$ cat src/rtl/kmeans_iter_ctrl.sv
// K-means iteration sequencer: streams the point memory through pipe1..pipe3,
// drains the pipeline and repeats centroid updates until convergence or the iteration limit.
module kmeans_iter_ctrl #(
  parameter int addrWidth  = 8,
  parameter int PIPE_DEPTH = 3,
  parameter int iterWidth  = 8
) (
  input  logic                 clk,
  input  logic                 rst,
  input  logic                 start,
  input  logic                 abort,
  input  logic [addrWidth:0]   num_points,
  input  logic [iterWidth-1:0] max_iter,
  output logic                 mem_rd_en,
  output logic [addrWidth-1:0] mem_addr,
  output logic                 pipe_valid,
  output logic                 accum_clear,
  output logic                 accum_valid,
  output logic                 update_start,
  input  logic                 update_done,
  input  logic                 converged,
  output logic                 busy,
  output logic                 done,
  output logic                 converged_o,
  output logic [iterWidth-1:0] iter_count
);

  typedef enum logic [2:0] {
    S_IDLE, S_CLEAR, S_FEED, S_DRAIN, S_UPDATE, S_DONE
  } state_t;

  localparam logic [addrWidth-1:0] ADDR_ONE = addrWidth'(1);
  localparam logic [addrWidth:0]   NPTS_ONE = (addrWidth + 1)'(1);
  localparam logic [iterWidth-1:0] ITER_ONE = iterWidth'(1);

  state_t                 state_q, state_d;
  logic [addrWidth-1:0]   addr_q, addr_d;
  logic [addrWidth:0]     npts_q, npts_d;
  logic [iterWidth-1:0]   maxit_q, maxit_d;
  logic [iterWidth-1:0]   iter_q, iter_d, iter_inc;
  logic                   conv_q, conv_d;
  logic [PIPE_DEPTH:0]    vld_q, vld_d;
  logic                   rd_q, clr_q, ust_q, busy_q, done_q;
  logic                   last_rd;

  assign iter_inc = (iter_q == '1) ? iter_q : iter_q + ITER_ONE;
  // Compare in addrWidth+1 bits so a full 2^addrWidth sweep ends on address '1
  assign last_rd  = ({1'b0, addr_q} == (npts_q - NPTS_ONE));

  always_comb begin
    state_d = state_q;
    addr_d  = addr_q;
    npts_d  = npts_q;
    maxit_d = maxit_q;
    iter_d  = iter_q;
    conv_d  = conv_q;
    vld_d   = {vld_q[PIPE_DEPTH-1:0], rd_q};
    if (abort && (state_q != S_IDLE)) begin
      state_d = S_IDLE;
      vld_d   = '0;
    end else begin
      case (state_q)
        S_IDLE: if (start) begin
          npts_d  = num_points;
          maxit_d = (max_iter == '0) ? ITER_ONE : max_iter;
          iter_d  = '0;
          conv_d  = 1'b0;
          state_d = S_CLEAR;
        end
        S_CLEAR: begin
          addr_d  = '0;
          state_d = (npts_q == '0) ? S_DRAIN : S_FEED;
        end
        S_FEED: begin
          addr_d = addr_q + ADDR_ONE;
          if (last_rd) state_d = S_DRAIN;
        end
        S_DRAIN: if (vld_q == '0) state_d = S_UPDATE;
        S_UPDATE: if (update_done) begin
          iter_d  = iter_inc;
          conv_d  = converged;
          state_d = (converged || (iter_inc == maxit_q)) ? S_DONE : S_CLEAR;
        end
        S_DONE:  state_d = S_IDLE;
        default: state_d = S_IDLE;
      endcase
    end
  end

  // Strobes are registered from the next state so they line up with state_q
  always_ff @(posedge clk) begin
    if (rst) begin
      state_q <= S_IDLE;
      addr_q  <= '0;
      npts_q  <= '0;
      maxit_q <= '0;
      iter_q  <= '0;
      conv_q  <= 1'b0;
      vld_q   <= '0;
      rd_q    <= 1'b0;
      clr_q   <= 1'b0;
      ust_q   <= 1'b0;
      busy_q  <= 1'b0;
      done_q  <= 1'b0;
    end else begin
      state_q <= state_d;
      addr_q  <= addr_d;
      npts_q  <= npts_d;
      maxit_q <= maxit_d;
      iter_q  <= iter_d;
      conv_q  <= conv_d;
      vld_q   <= vld_d;
      rd_q    <= (state_d == S_FEED);
      clr_q   <= (state_d == S_CLEAR);
      ust_q   <= (state_d == S_UPDATE) && (state_q != S_UPDATE);
      busy_q  <= (state_d != S_IDLE);
      done_q  <= (state_d == S_DONE);
    end
  end

  assign mem_rd_en    = rd_q;
  assign mem_addr     = addr_q;
  assign pipe_valid   = vld_q[0];
  assign accum_valid  = vld_q[PIPE_DEPTH];
  assign accum_clear  = clr_q;
  assign update_start = ust_q;
  assign busy         = busy_q;
  assign done         = done_q;
  assign converged_o  = conv_q;
  assign iter_count   = iter_q;

endmodule

$ cat config.mk
export PLATFORM = sky130hd
export DESIGN_NAME = kmeans_iter_ctrl
export DESIGN_NICKNAME = d
export VERILOG_FILES = /design/src/rtl/kmeans_iter_ctrl.sv
export SDC_FILE = /design/constraint.sdc
export NUM_CORES = 1
export LEC_CHECK = 0
export CAP_MARGIN = 15
export CORE_UTILIZATION = 30
export CTS_CLUSTER_DIAMETER = 50
export CTS_CLUSTER_SIZE = 16
export DETAILED_ROUTE_END_ITERATION = 8
export PLACE_DENSITY_LB_ADDON = 0.15
export SLEW_MARGIN = 20
export SYNTH_ARGS = -nofsm -noshare
export SYNTH_HDL_FRONTEND = slang
export SYNTH_SLANG_ARGS = --single-unit
$ cat constraint.sdc
create_clock -name clk -period 2.3 [get_ports clk]
set_input_delay 0.345 -clock clk [delete_from_list [all_inputs] [get_ports clk]]
set_output_delay 0.345 -clock clk [all_outputs]
set_load 0.05 [all_outputs]
# Word-level counts from Yosys, hierarchy flattened

Cells that the tools add are included.

Register bits after elaboration: 46
Input port bits: 23
Output and inout port bits: 24
Word-level logic and storage cells: 62

Add/sub/neg operators: 3
Eq/ne operators: 14
Multiplexer cells: 17
Bitwise logic cells: 1
Reduce and logical (&&, ||, !) cells: 15

Operator list:

| cell                                                                | number |
|---|---|
| 8-bit two-way mux                                                   | 4 |
| 8-bit case mux with 2 select lines                                  | 2 |
| 3-bit two-way mux                                                   | 6 |
| 8-bit by 1-bit adder with 8-bit output (second input constant)      | 2 |
| 3-bit case mux with 5 select lines                                  | 1 |
| 3-bit by 2-bit == test with 1-bit output (second input constant)    | 3 |
| 3-bit == test (second input constant)                               | 3 |
| 8-bit by 9-bit == test with 1-bit output                            | 1 |
| 9-bit zero test                                                     | 1 |
| 9-bit by 1-bit subtractor with 9-bit output (second input constant) | 1 |
| 8-bit == test                                                       | 1 |
| 8-bit == test (second input constant)                               | 1 |
| 8-bit zero test                                                     | 1 |
| 3-bit by 1-bit == test with 1-bit output (second input constant)    | 2 |
| 3-bit nonzero test                                                  | 2 |
| 4-bit zero test                                                     | 1 |
| 2-bit != test (second input constant)                               | 2 |
| 4-bit AND reduction                                                 | 1 |
| 2-bit nonzero test                                                  | 2 |
| 3-bit zero test                                                     | 1 |
| 1-bit two-way mux                                                   | 3 |
| 3-bit != test (second input constant)                               | 1 |
| 3-bit AND reduction                                                 | 1 |
| 1-bit logical AND                                                   | 2 |
| 5 further kinds                                                     | 5 |

# Longest topological paths before layout

Gate-level depths: netlist (run 1).

Depth in word-level cells: 10
Depth in mapped cells: 8
Mapped depth without buffers: 8

# Least setup slack after synthesis (run 1)

Ideal clock, no wire load.

Kind: reg2reg
From: register iter_q[0] (netlist: iter_count[0])
To: register done_q (netlist: done)
Setup time: 0.079 ns
Data arrival time: 2.637 ns
Data required time: 2.221 ns
Path slack: -0.416 ns
Cell stages (with the launch flop): 8
Buffers on the path: 0
Clock period less this slack: 2.716 ns
Cell sequence: dfxtp_1 ha_1 and3_2 nand2_8 xnor2_1 or4_1 or4_4 a211oi_2

Word-level cells in the longest chain between the ends: 9
Elaborated cells between the ends (all ways): 10
Classes of those cells: 1 x add/sub; 3 x eq/ne; 5 x mux; 1 x reduce/logical

RTL lines:

| element                                                                        | line | text |
|---|---|---|
| from (decl)                                                                    | 40   | `logic [iterWidth-1:0] iter_q, iter_d, iter_inc;` |
| from (signal assigned)                                                         | 110  | `iter_q <= iter_d;` |
| 8-bit by 1-bit adder with 8-bit output / 8-bit == test (equally long branches) | 46   | `assign iter_inc = (iter_q == '1) ? iter_q : iter_q + ITER_ONE;` |
| 8-bit two-way mux *                                                            | 46   |  |
| 8-bit == test *                                                                | 82   | `state_d = (converged \|\| (iter_inc == maxit_q)) ? S_DONE : S_CLEAR;` |
| 1-bit logical OR *                                                             | 82   |  |
| 3-bit two-way mux *                                                            | 82   |  |
| 3-bit two-way mux *                                                            | 79   | `S_UPDATE: if (update_done) begin` |
| 3-bit case mux with 5 select lines *                                           | 62   | `case (state_q)` |
| 3-bit two-way mux *                                                            | 58   | `if (abort && (state_q != S_IDLE)) begin` |
| 3-bit == test *                                                                | 117  | `done_q <= (state_d == S_DONE);` |
| to (signal assigned)                                                           | 117  |  |
| to (decl)                                                                      | 43   | `logic rd_q, clr_q, ust_q, busy_q, done_q;` |

Mark *: on every way between the ends. The rest lies on a longest branch, timed or not.
A chain may end at the register's enable or synchronous reset.

# Worst setup path in the final report (run 1)

Same ends and word-level chain as after synthesis.

==> results_dict.tcl, run 1 <==
set metrics [dict create \
    critPathCaptureType "flip-flop" \
    slew_viol_final 0 \
    yosysMostFrequentCell "nand2_1" \
    crit_required_ns 2.53 \
    synthTopCellsByArea "dfxtp_1 36%, nand2_1 7.7%, a21oi_1 7.4%, nor2_1 4.1%, xnor2_1 4.1%" \
    r2r-start "iter_count[0]" \
    worstPathCellList "ha_4 > and3_4 > nand2_8 > mux2_4 > a211o_1 > or4_4 > a211oi_2" \
    fin_util_pct 41.17 \
    tightest_slew_ns 0.5053 \
    fin_crit_ns 2.262 \
    setup-violations-final 0 \
    r2r_slack_ns 0.04 \
    worstReg2RegEnd "done" \
    first_global_vias 2426 \
    cp_slowest_cell "or4_4" \
    ir_drop_mv 0.1930 \
    cts_buffers 5 \
    async_flop_share_pct 0 \
    busiest_layer "met2" \
    synth_edf_count 0 \
    drc_errors 0 \
    fin_hold_ws_ns 0.4501 \
    yosysWarnings 0 \
    rr_worst_depth 7 \
    skew_ns 0.01124 \
    finalHoldViolCount 0 \
    use_met2_pct 28.90 \
    leakage_nw 1.227 \
    place_congestion 0.7980 \
    grt_use_total_pct 16.49 \
    place_area_um2 3276 \
    clk_pin_slew_ns 0.09 \
    power_mw 1.680 \
    die_x_um 94.76 \
    synth_top_area_share_pct 35.68 \
    filler_cell_count 894 \
    initial_core_util_pct 31.26 \
    grt_pass1_wl_mm 11.65 \
    dominantRegCellSynth "dfxtp_1" \
    synth_seq_cells 46 \
    synth_top_cell_by_area "dfxtp_1" \
    htree_levels 2 \
    yosysSeqAreaShare_pct 35.68 \
    core_um2 8258 \
    ys_types 58 \
    crit_end "done" \
    io_buffers 46 \
    crit_fanout 10 \
    synthCells 332 \
    min_period_over_period_pct 98.37 \
    initialDrtViolationCount 126 \
    rsz0062_at_grt "true" \
    crit_start "iter_count[0]" \
    relSlewSlack_pct 66.21 \
    antenna_cells 0 \
    cts.sinks 46 \
    io_pins 47 \
    max_clock_freq_mhz 442.0 \
    final_cell_area_um2 3400 \
    vias 2561 \
    synth.net_count 358 \
    dp_hpwl_mm 5.164 \
    drt-total-wl_mm 7.005 \
    antenna_found_initial 0 \
    critical_path_arrival_ns 2.49 \
    outcome "finished, final reports clean" \
    vias_per_cell 5.174 \
    die_h_um 94.76 \
    avgSynthCellArea_um2 7.775 \
    row_count 33 \
    met3_usage_pct 2.657 \
    layout-drive-gt1-share_pct 13.85 \
    finalNetCount 415 \
    cts_max_path_buffers 2 \
    slowest_delay_ns 0.53 \
    antenna_left 0 \
    root_buffer "clkbuf_8" \
    dieArea_um2 8979 \
    crit_type "flip-flop to flip-flop" \
    syn_to_final_growth_pct 31.70 \
    critPathLaunchType "flip-flop" \
    hold_path.class "flip-flop to flip-flop" \
    use_met1_pct 20.97 \
    power.density_nw_per_um2 494.3 \
    grt_max_degree 34 \
    wl_per_cell_um 14.15 \
    cts_tree "yes" \
    synth_top_cells_by_count "53 x nand2_1, 46 x dfxtp_1, 38 x a21oi_1" \
    drt-pass1-iter-count 4 \
    cap_violations 0 \
    overflow 0 \
    place_ws_ns 0.01952 \
    clock_latency_ns 0.30 \
    synth_area_um2 2581 \
    worst_slack_ns 0.03751 \
]
-- sequential cells by signal, summed over array words and instances, names as in the netlist --
name          flops
mem_rd_en         1
update_start      1
accum_clear       1
npts_q            9
busy              1
state_q           3
done              1
iter_count        8
maxit_q           8
converged_o       1
mem_addr          8
vld_q             4
-- worst min-delay path by stage --
stage | start | to | slack (ns) | cells past startpoint
finish | vld_q[1] | vld_q[2] | 0.45 | 1
detailed placement | mem_rd_en | vld_q[0] | 0.45 | 1
global placement | vld_q[1] | vld_q[2] | 0.43 | 1
floorplan | vld_q[1] | vld_q[2] | 0.43 | 1
global route | converged_o | converged_o | 0.50 | 2
CTS | vld_q[1] | vld_q[2] | 0.46 | 1
-- power by group --
part / leakage [nW] / total [mW] / switching (mW) / internal (mW)
clock: 0.0395 / 0.486 / 0.270 / 0.217
combinational: 0.808 / 0.343 / 0.188 / 0.155
sequential: 0.380 / 0.851 / 0.0316 / 0.820
total: 1.23 / 1.68 / 0.489 / 1.19
-- worst max-delay path: cells and delay by family (launching register included) --
kind	cells	cell delay [ns]
simple gates	3	0.85
compound gates	2	0.49
flops	1	0.38
mux	1	0.30
fa+ha+maj	1	0.18
-- per-stage QoR --
step | cells | TNS [ns]
after global routing | 495 | -0.01190
after global placement | 485 | 0
after detailed placement | 485 | 0
after floorplan | 332 | 0
after CTS | 494 | 0
final | 495 | 0
-- layer usage --
layer	vias up	routed length, µm
met1	1200	3245
met2	51	3431
li1	1304	-
met4	0	73
met5	-	0
met3	6	254
-- area by class of cell --
| class | count | area (µm²) | share of cell area (%) |
|---|---|---|---|
| timing repair buffer | 68 | 625.6 | 18.40 |
| inverter | 7 | 26.28 | 0.7729 |
| tap | 105 | 131.4 | 3.865 |
| sequential | 46 | 943.4 | 27.75 |
| clock buffer | 8 | 80.08 | 2.356 |
| multi-input combinational | 261 | 1593 | 46.85 |
-- kinds of logic (layout without fill, tap and decap cells) --
group	Yosys count	count (layout)	share of synthesized area [%]
mux	2	2	0.9693
buf+inv	25	83	4.363
compound gates	75	75	17.94
fa+ha+maj	3	3	1.454
simple gates	158	158	31.80
xor+xnor	23	23	7.804
flops	46	46	35.68
-- layout by cell type, fill, tap and decap left out, types with 6 or more instances in the layout --
cell | synthesis | routed
nand2_1 | 53 | 53
clkdlybuf4s50_1 | 0 | 46
dfxtp_1 | 46 | 38
a21oi_1 | 38 | 36
nor2_1 | 28 | 27
buf_4 | 0 | 22
xnor2_1 | 12 | 12
nor3_1 | 12 | 12
xor2_1 | 11 | 11
nand4_1 | 9 | 9
nand3_1 | 9 | 9
o21ai_0 | 8 | 8
inv_1 | 7 | 7
a31oi_1 | 6 | 6
and3_1 | 6 | 6
-- timing repair --
item,CTS,global route
hold buffers,0,0
pin swaps,1,4
endpoints found under the hold margin,0,0
resized for setup,0,7
endpoints found under the setup margin,1,3
buffers inserted,1,1
gates cloned,0,0
No activity file was read; power rests on OpenSTA's default activity.
==> inputs of run 2 (changes only) <==
SKIP_LAST_GASP = 1   (was unset)
==> results_dict.tcl, run 2 (synthesized netlist as in run 1, its figures left out) <==
set metrics [dict create \
    outcome "finished, final reports clean" \
    dp_hpwl_mm 5.164 \
    initialDrtViolationCount 121 \
    clock_latency_ns 0.30 \
    antenna_cells 0 \
    drt-total-wl_mm 6.973 \
    worstHoldPathCells 1 \
    finalNonFillerCells 495 \
    fin_crit_ns 2.260 \
    max_clock_freq_mhz 442.5 \
    place_area_um2 3276 \
    cap_violations 0 \
    hold_end "vld_q[2]" \
    tightest_slew_ns 0.5857 \
    critPathCaptureType "flip-flop" \
    wl_per_cell_um 14.09 \
    power.density_nw_per_um2 494.9 \
    crit_fanout 10 \
    cts_hold_buffers 0 \
    rsz0062_at_grt "true" \
    vias_per_cell 5.174 \
    filler_cell_count 893 \
    worstReg2RegEnd "done" \
    die_h_um 94.76 \
    hold_start "vld_q[1]" \
    r2r_slack_ns 0.04 \
    setup-violations-final 0 \
    grt_pass1_wl_mm 11.65 \
    finalNetCount 415 \
    dp_cells 485 \
    critical_path_arrival_ns 2.48 \
    crit_required_ns 2.53 \
    switchingPower_uw 488.8 \
    switching_share_pct 29.11 \
    row_count 33 \
    place_congestion 0.7980 \
    dieArea_um2 8979 \
    critPathLaunchType "flip-flop" \
    multi_input_area_um2 1587 \
    overflow 0 \
    regArea_um2 943.4 \
    skew_ns 0.009977 \
    layout-drive-gt1-share_pct 13.59 \
    final_cell_area_um2 3393 \
    io_pins 47 \
    finalHoldViolCount 0 \
    ir_drop_mv 0.1929 \
    antenna_left 0 \
    cts_max_path_buffers 2 \
    clk_pin_slew_ns 0.09 \
    drc_errors 0 \
    relSlewSlack_pct 60.69 \
    initial_core_util_pct 31.26 \
    clockPowerShare_pct 29.0 \
    hold_path.class "flip-flop to flip-flop" \
    leakage_nw 1.226 \
    largest_register_ffs 9 \
    grt_max_degree 34 \
    io_buffers 46 \
    die_x_um 94.76 \
    root_buffer "clkbuf_8" \
    slew_viol_final 0 \
    regMostFlops "npts_q" \
    cts.sinks 46 \
    first_global_vias 2426 \
    p_int_mw 1.191 \
    core_um2 8258 \
    seqPwrFrac_pct 50.7 \
    antenna_found_initial 0 \
    drt-pass1-iter-count 4 \
    final_common_cell "nand2_1" \
    syn_to_final_growth_pct 31.46 \
    p_comb_share_pct 20.3 \
    grt_use_total_pct 16.49 \
    vias 2561 \
    rr_worst_depth 7 \
    min_period_over_period_pct 98.25 \
    r2r-start "iter_count[0]" \
    cts_buffers 5 \
    cts_tree "yes" \
    crit_type "flip-flop to flip-flop" \
    htree_levels 2 \
    layout_common_cells "53 x nand2_1, 46 x clkdlybuf4s50_1, 38 x dfxtp_1, 36 x a21oi_1, 27 x nor2_1" \
]
run 2: changes by cell type in the layout (fill, tap and decap cells not counted):
cell	change
a311oi_1	+1
a311oi_2	-1
run 2: what timing repair did:
item,in CTS,in global routing
setup buffers,1,1
setup endpoints to repair,1,3
gates resized for setup,0,6
cloned,0,0
pin swaps,1,4
run 2: critical path: stages, from the launching register on:
cell      delay (ns)
dfxtp_4         0.38
ha_4            0.18
and3_4          0.24
nand2_8         0.08
mux2_4          0.30
a211o_1         0.29
or4_4           0.52
a211oi_2        0.20
run 2: worst max path at each step:
| stage | cells after the start | end | start |
|---|---|---|---|
| 6_report | 7 | done | iter_count[0] |
| 3_5_place_dp | 7 | done | iter_count[0] |
| 5_1_grt | 8 | done | iter_count[0] |
| 3_3_place_gp | 7 | done | iter_count[0] |
| 4_1_cts | 7 | done | iter_count[0] |
| 2_1_floorplan | 8 | done | iter_count[5] |
run 2: power by group through the flow:
stage / logic, mW / clock network, mW / registers (mW)
2_1_floorplan: 0.200 / 0 / 0.878
5_1_grt: 0.382 / 0.544 / 0.856
3_5_place_dp: 0.340 / 0 / 0.870
4_1_cts: 0.341 / 0.508 / 0.851
6_report: 0.342 / 0.487 / 0.851
3_3_place_gp: 0.339 / 0 / 0.870
run 2: metal layers:
metal / vias to the layer above / part of all wire (%) / wire length, µm / global-route usage (%)
met1: 1200 / 46 / 3236 / 20.97
met2: 49 / 49 / 3418 / 28.90
met4: 0 / 0.98 / 68 / 3.914
li1: 1307 / - / - / -
met5: - / 0 / 0 / 0
met3: 5 / 3.6 / 249 / 2.657
run 2: layout make-up:
class / count / share of cell area (%)
multi-input cells: 261 / 46.76
flip-flops and latches: 46 / 27.80
clock buffers: 8 / 2.360
well taps: 105 / 3.872
repair buffers: 68 / 18.44
inverters: 7 / 0.7743
run 2: through the flow:
stage | TNS, ns | utilization [%] | hold slack [ns] | total power [mW] | worst slack (ns)
2_1_floorplan | 0 | - | 0.4302 | 1.078 | 0.002758
3_3_place_gp | 0 | 39.67 | 0.4329 | 1.208 | 0.07168
3_5_place_dp | 0 | 39.67 | 0.4500 | 1.210 | 0.01952
4_1_cts | 0 | 40.73 | 0.4638 | 1.701 | 0.004862
5_1_grt | -0.01190 | 41.09 | 0.4968 | 1.782 | -0.01077
6_report | 0 | 41.09 | 0.4516 | 1.679 | 0.04028
